===== src/rtl/param_updown_counter.sv =====
// param_updown_counter: parametrised up/down counter with load, wrap/saturate,
// cascadable terminal count and sticky overflow flag.
module param_updown_counter #(
  parameter int WIDTH     = 4,
  parameter int MAX_VAL   = 2**WIDTH-1,
  parameter int RESET_VAL = 0
) (
  input  logic             CLK,
  input  logic             CLR,
  input  logic             E,
  input  logic             UP,
  input  logic             LD,
  input  logic [WIDTH-1:0] D,
  input  logic             SAT,
  input  logic             OVF_CLR,
  output logic [WIDTH-1:0] Q,
  output logic             TC,
  output logic             OVF
);
  localparam logic [WIDTH-1:0] MAX = MAX_VAL[WIDTH-1:0];
  localparam logic [WIDTH-1:0] RST = RESET_VAL[WIDTH-1:0];
  logic [WIDTH-1:0] q_q, q_d;
  logic ovf_q, ovf_d, tc;
  always_comb begin
    tc = E & ~LD & ((UP & (q_q == MAX)) | (~UP & (q_q == '0)));
    q_d = LD  ? ((D > MAX) ? MAX : D) :
          !E  ? q_q :
          tc  ? (SAT ? q_q : (UP ? '0 : MAX)) :
          UP  ? q_q + 1'b1 : q_q - 1'b1;
    ovf_d = tc | (ovf_q & ~OVF_CLR);
  end
  always_ff @(posedge CLK or posedge CLR) begin
    if (CLR) begin
      q_q   <= RST;
      ovf_q <= 1'b0;
    end else begin
      q_q   <= q_d;
      ovf_q <= ovf_d;
    end
  end
  assign Q   = q_q;
  assign TC  = tc;
  assign OVF = ovf_q;
endmodule


===== config.mk =====
export PLATFORM = sky130hd
export DESIGN_NAME = param_updown_counter
export DESIGN_NICKNAME = d
export VERILOG_FILES = /design/src/rtl/param_updown_counter.sv
export SDC_FILE = /design/constraint.sdc
export NUM_CORES = 1
export LEC_CHECK = 0
export ABC_AREA = 1
export ABC_CLOCK_PERIOD_IN_PS = 4100
export CAP_MARGIN = 20
export CORE_AREA = 2 2 39 41
export CTS_BUF_LIST = sky130_fd_sc_hd__clkbuf_8
export CTS_CLUSTER_SIZE = 28
export DETAILED_ROUTE_END_ITERATION = 10
export DIE_AREA = 0 0 41 43
export PLACE_DENSITY_LB_ADDON = 0.12
export SLEW_MARGIN = 20
export SYNTH_ARGS = -nofsm -noshare
export SYNTH_HDL_FRONTEND = slang
export SYNTH_SLANG_ARGS = --single-unit
export TNS_END_PERCENT = 20

===== constraint.sdc =====
create_clock -name CLK -period 4.1 [get_ports CLK]
set_input_delay 0.615 -clock CLK [delete_from_list [all_inputs] [get_ports CLK]]
set_output_delay 0.615 -clock CLK [all_outputs]
set_load 0.01 [all_outputs]

; Word level (Yosys, flattened, before mapping)
; Index checks and enable logic that the tools add are counted.
[op_classes]
n_eq_ne = 2
n_reduce_logical = 3
order_cmp = 1
n_shift = 0
div_mod_pow = 0
n_addsub = 2
muxes = 7
bitwise_logic = 10
mul = 0
[ops]
columns = op, n
row1 = 2-to-1 mux 4 bit, 7
row2 = AND 1 bit, 5
row3 = "adder 4 x 1 -> 4 bit, second input constant", 1
row4 = "equality test 4 bit, second input constant", 1
row5 = "> comparator 4 bit, second input constant", 1
row6 = zero test 4 bit, 1
row7 = "subtractor 4 x 1 -> 4 bit, second input constant", 1
row8 = "inequality test 3 bit, second input constant", 1
row9 = NOT 1 bit, 3
row10 = OR 1 bit, 2
row11 = AND reduction 2 bit, 1
row12 = nonzero test 2 bit, 1
[totals]
mem_bits_ro = 0
latch_bits = 0
mem_bits_rw = 0
reg_bits = 5
memories = 0
elab_cells = 27
in_bits = 11

; Logic depth before layout (Yosys ltp)
[depth]
ltp_word = 7
ltp_mapped = 10

; Worst setup path after synthesis
; No wires, ideal clock.
[synth_path]
kind = input to output
start = in E
end = out TC
arrival_time_ns = 1.048
path_stages = 4
path_slack_ns = 2.437
cell_sequence = inv_1 nor2_1 nand3_2 inv_1
[synth_between]
elab_chain_len = 2
[synth_lines]
columns = element, line
row1 = from (decl), 10  ; input logic E,
row2 = AND 1 bit (2 in series), 25  ; tc = E & ~LD & ((UP & (q_q == MAX)) | (~UP & (q_q == '0)));
row3 = to (decl), 17  ; output logic TC,
; Every way passes these cells.

; Final worst setup path
[layout_path]
start = in UP
end = out TC
[layout_between]
elab_chain_len = 4
word_cells_on_any_way = 5
classes_between = bitwise: 5
[layout_lines]
columns = element, line
row1 = from (decl), 11  ; input logic UP,
row2 = NOT 1 bit, 25
row3 = AND 1 bit, 25
row4 = OR 1 bit *, 25
row5 = AND 1 bit *, 25
; Every way passes the cells marked *; elsewhere a longest branch is shown, timed or not.

==> reports/qor.txt <==
Status = completed
Ratio of cells with drive above 1 in the final layout = 0.136
Static Leak = 0.349 nW
First-pass GRT wire length = 1610 µm
NetSw = 0.0850 mW
Max-slew violations = 0
Synthesized Nets = 82
Tcrit/Tclk final = 0.669
Slew HR = 0.794
R2R depth = 9
Clk pin slew, worst setup/hold paths = 0.03 ns
Number of core rows = 14
Multi-input logic area = 280 µm²
Crit path from = UP
Vias per cell = 4.62
Post-Synthesis Cells = 68
Hold worst-path end = OVF
GPL Wtd Cong = 0.741
RSZ-0062 raised after global routing = false
Yosys reg bits = 5
# IOs = 17
Max-cap violations = 0
All-Layer GR Usage = 0.136
Antenna-violating nets left = 0
CTS buffer count = 3
Initial antenna violation count = 0
Switching portion of total power = 0.332
Worst Clk Skew = 0.00180 ns
Combinational Power Share = 0.369
Die height = 43 µm
Port bufs = 16
Mean Syn Cell Area = 6.57 µm²
Post-layout minimum cycle time = 2.74 ns
Die width = 41 µm
DRT Pass-1 Iters = 6
Die area = 1760 µm²
# diodes = 0
Pint = 0.171 mW
Post-synth cell types = 16
R2r setup slk = 2.56 ns
Fin cells = 104
P per Cell Area = 381 nW/µm²
Worst hold path stage count = 2
Clk pwr share = 0.338
Commonest non-fill, non-tap cell in the layout = nand2_1
Starting Density = 0.323
Setup Buffers After CTS = 0
Number of H-tree levels = 1
1st-iter DRT viols = 9
Commonest cells after routing, fill and taps aside = nand2_1, clkdlybuf4s50_1, inv_1
Remaining DRCs = 0
Cell area after synthesis = 447 µm²
Routed via count = 480
CP Capture Type = primary output
Seq/Total Area, Yosys = 0.280
Routed WL = 991 µm
Gr ovfl total = 0
Max Freq = 365 MHz
Crit-path max FO = 6
# setup viols final = 0
Clock Sinks = 5
Setup TNS Final = 0 ns
Nets = 103
Fill count = 159
Core area = 1380 µm²
Clock root cell = clkbuf_8
Reg-to-Reg Start = Q[2]
Hold_sp = OVF
DPL Wire Length = 821 µm
Arrival @ worst endpoint = 2.13 ns
Seq. cell area = 125 µm²
CTS tree = yes
Routed len/inst = 9.53 µm
Kind of critical path = in2out
Critical path launch point type = input port
Yosys warns = 0
Largest net degree at the start of global routing = 8
Area grow syn2layout = 50.4%
Final Hold Viols = 0
Worst IR Drop VDD = 0.000281 V
Placed Cells = 100
Worst Tran Pin Value = 0.309 ns
Reg2reg end = Q[3]
Hold Buf Count CTS = 0
Clk_lat worst skew = 0.22 ns
CTS max path bufs = 2
Post-CTS sizing = 0
Hold Path Class = reg2reg
Critical path required time = 3.48 ns
Vias in the first global route = 407
Sequential power share = 0.293
state kept, by name, indices dropped and copies added, names as in the netlist:
signal and cells:
OVF 1, Q 4
routing by layer:
metal,share of wire,global-route usage,wire (µm)
met1,0.46,0.182,457
met5,0,0,0
met2,0.48,0.200,478
met3,0.050,0.0471,50
met4,0.0040,0.0400,4
per-stage QoR:
stage               instance area [µm²]  total power [mW]  worst slack (ns)  hold slack, ns   util
detailed placement                  627             0.171              1.35           0.537  0.453
floorplan                           447             0.128              2.44           0.394      -
global route                        672             0.277              1.25           0.596  0.486
finish                              672             0.256              1.36           0.536  0.486
global placement                    627             0.170              1.38           0.540  0.453
CTS                                 672             0.260              1.34           0.542  0.486
worst max-delay path, cell delays in order:
cell and delay (ns):
clkdlybuf4s50_1 0.51, inv_1 0.13, nand2_1 0.12, nand3_2 0.14, inv_1 0.08, clkdlybuf4s50_1 0.53
cell families after synthesis:
| family | Yosys count | share of synthesized area |
|---|---|---|
| AOI/OAI and AO/OA | 6 | 0.0756 |
| xor gates and xnor gates | 1 | 0.0196 |
| adders and majority gates | 3 | 0.101 |
| buffers and inverters | 11 | 0.0924 |
| DFF | 5 | 0.280 |
| and+or+nand+nor | 42 | 0.431 |
worst max-delay path by stage:
| stage | endpoint | slack, ns |
|---|---|---|
| 5_1_grt | TC | 1.25 |
| 3_3_place_gp | TC | 1.38 |
| 2_1_floorplan | TC | 2.44 |
| 3_5_place_dp | TC | 1.35 |
| 4_1_cts | TC | 1.34 |
| 6_report | TC | 1.36 |
area by class of cell:
class                   count  area share
clock inverters             1     0.00559
repair buffers             16       0.238
clock buffers               3      0.0615
well taps                  16      0.0298
inverters                  11      0.0615
multi-input cells          52       0.417
flip-flops and latches      5       0.186
Yosys cell counts:
cell,number,area (µm²)
fa_1,1,20.0
nand2_1,24,90.1
nor2_1,3,11.3
a21oi_1,2,10.0
o21ai_0,3,15.0
or2_2,3,18.8
xor2_1,1,8.76
inv_1,11,41.3
o21ai_2,1,8.76
dfrtp_1,5,125
nand4_1,2,12.5
nand3_1,5,25.0
nand3_2,1,10.0
nor2_2,3,18.8
nand2_2,1,6.26
ha_1,2,25.0
power groups by stage:
stage	registers, mW	logic, mW	clock network, mW
finish	0.0750	0.0943	0.0866
global route	0.0772	0.107	0.0934
CTS	0.0756	0.0962	0.0880
detailed placement	0.0760	0.0954	0
global placement	0.0760	0.0940	0
floorplan	0.0758	0.0517	0
Power figures use the tool's default switching activity.
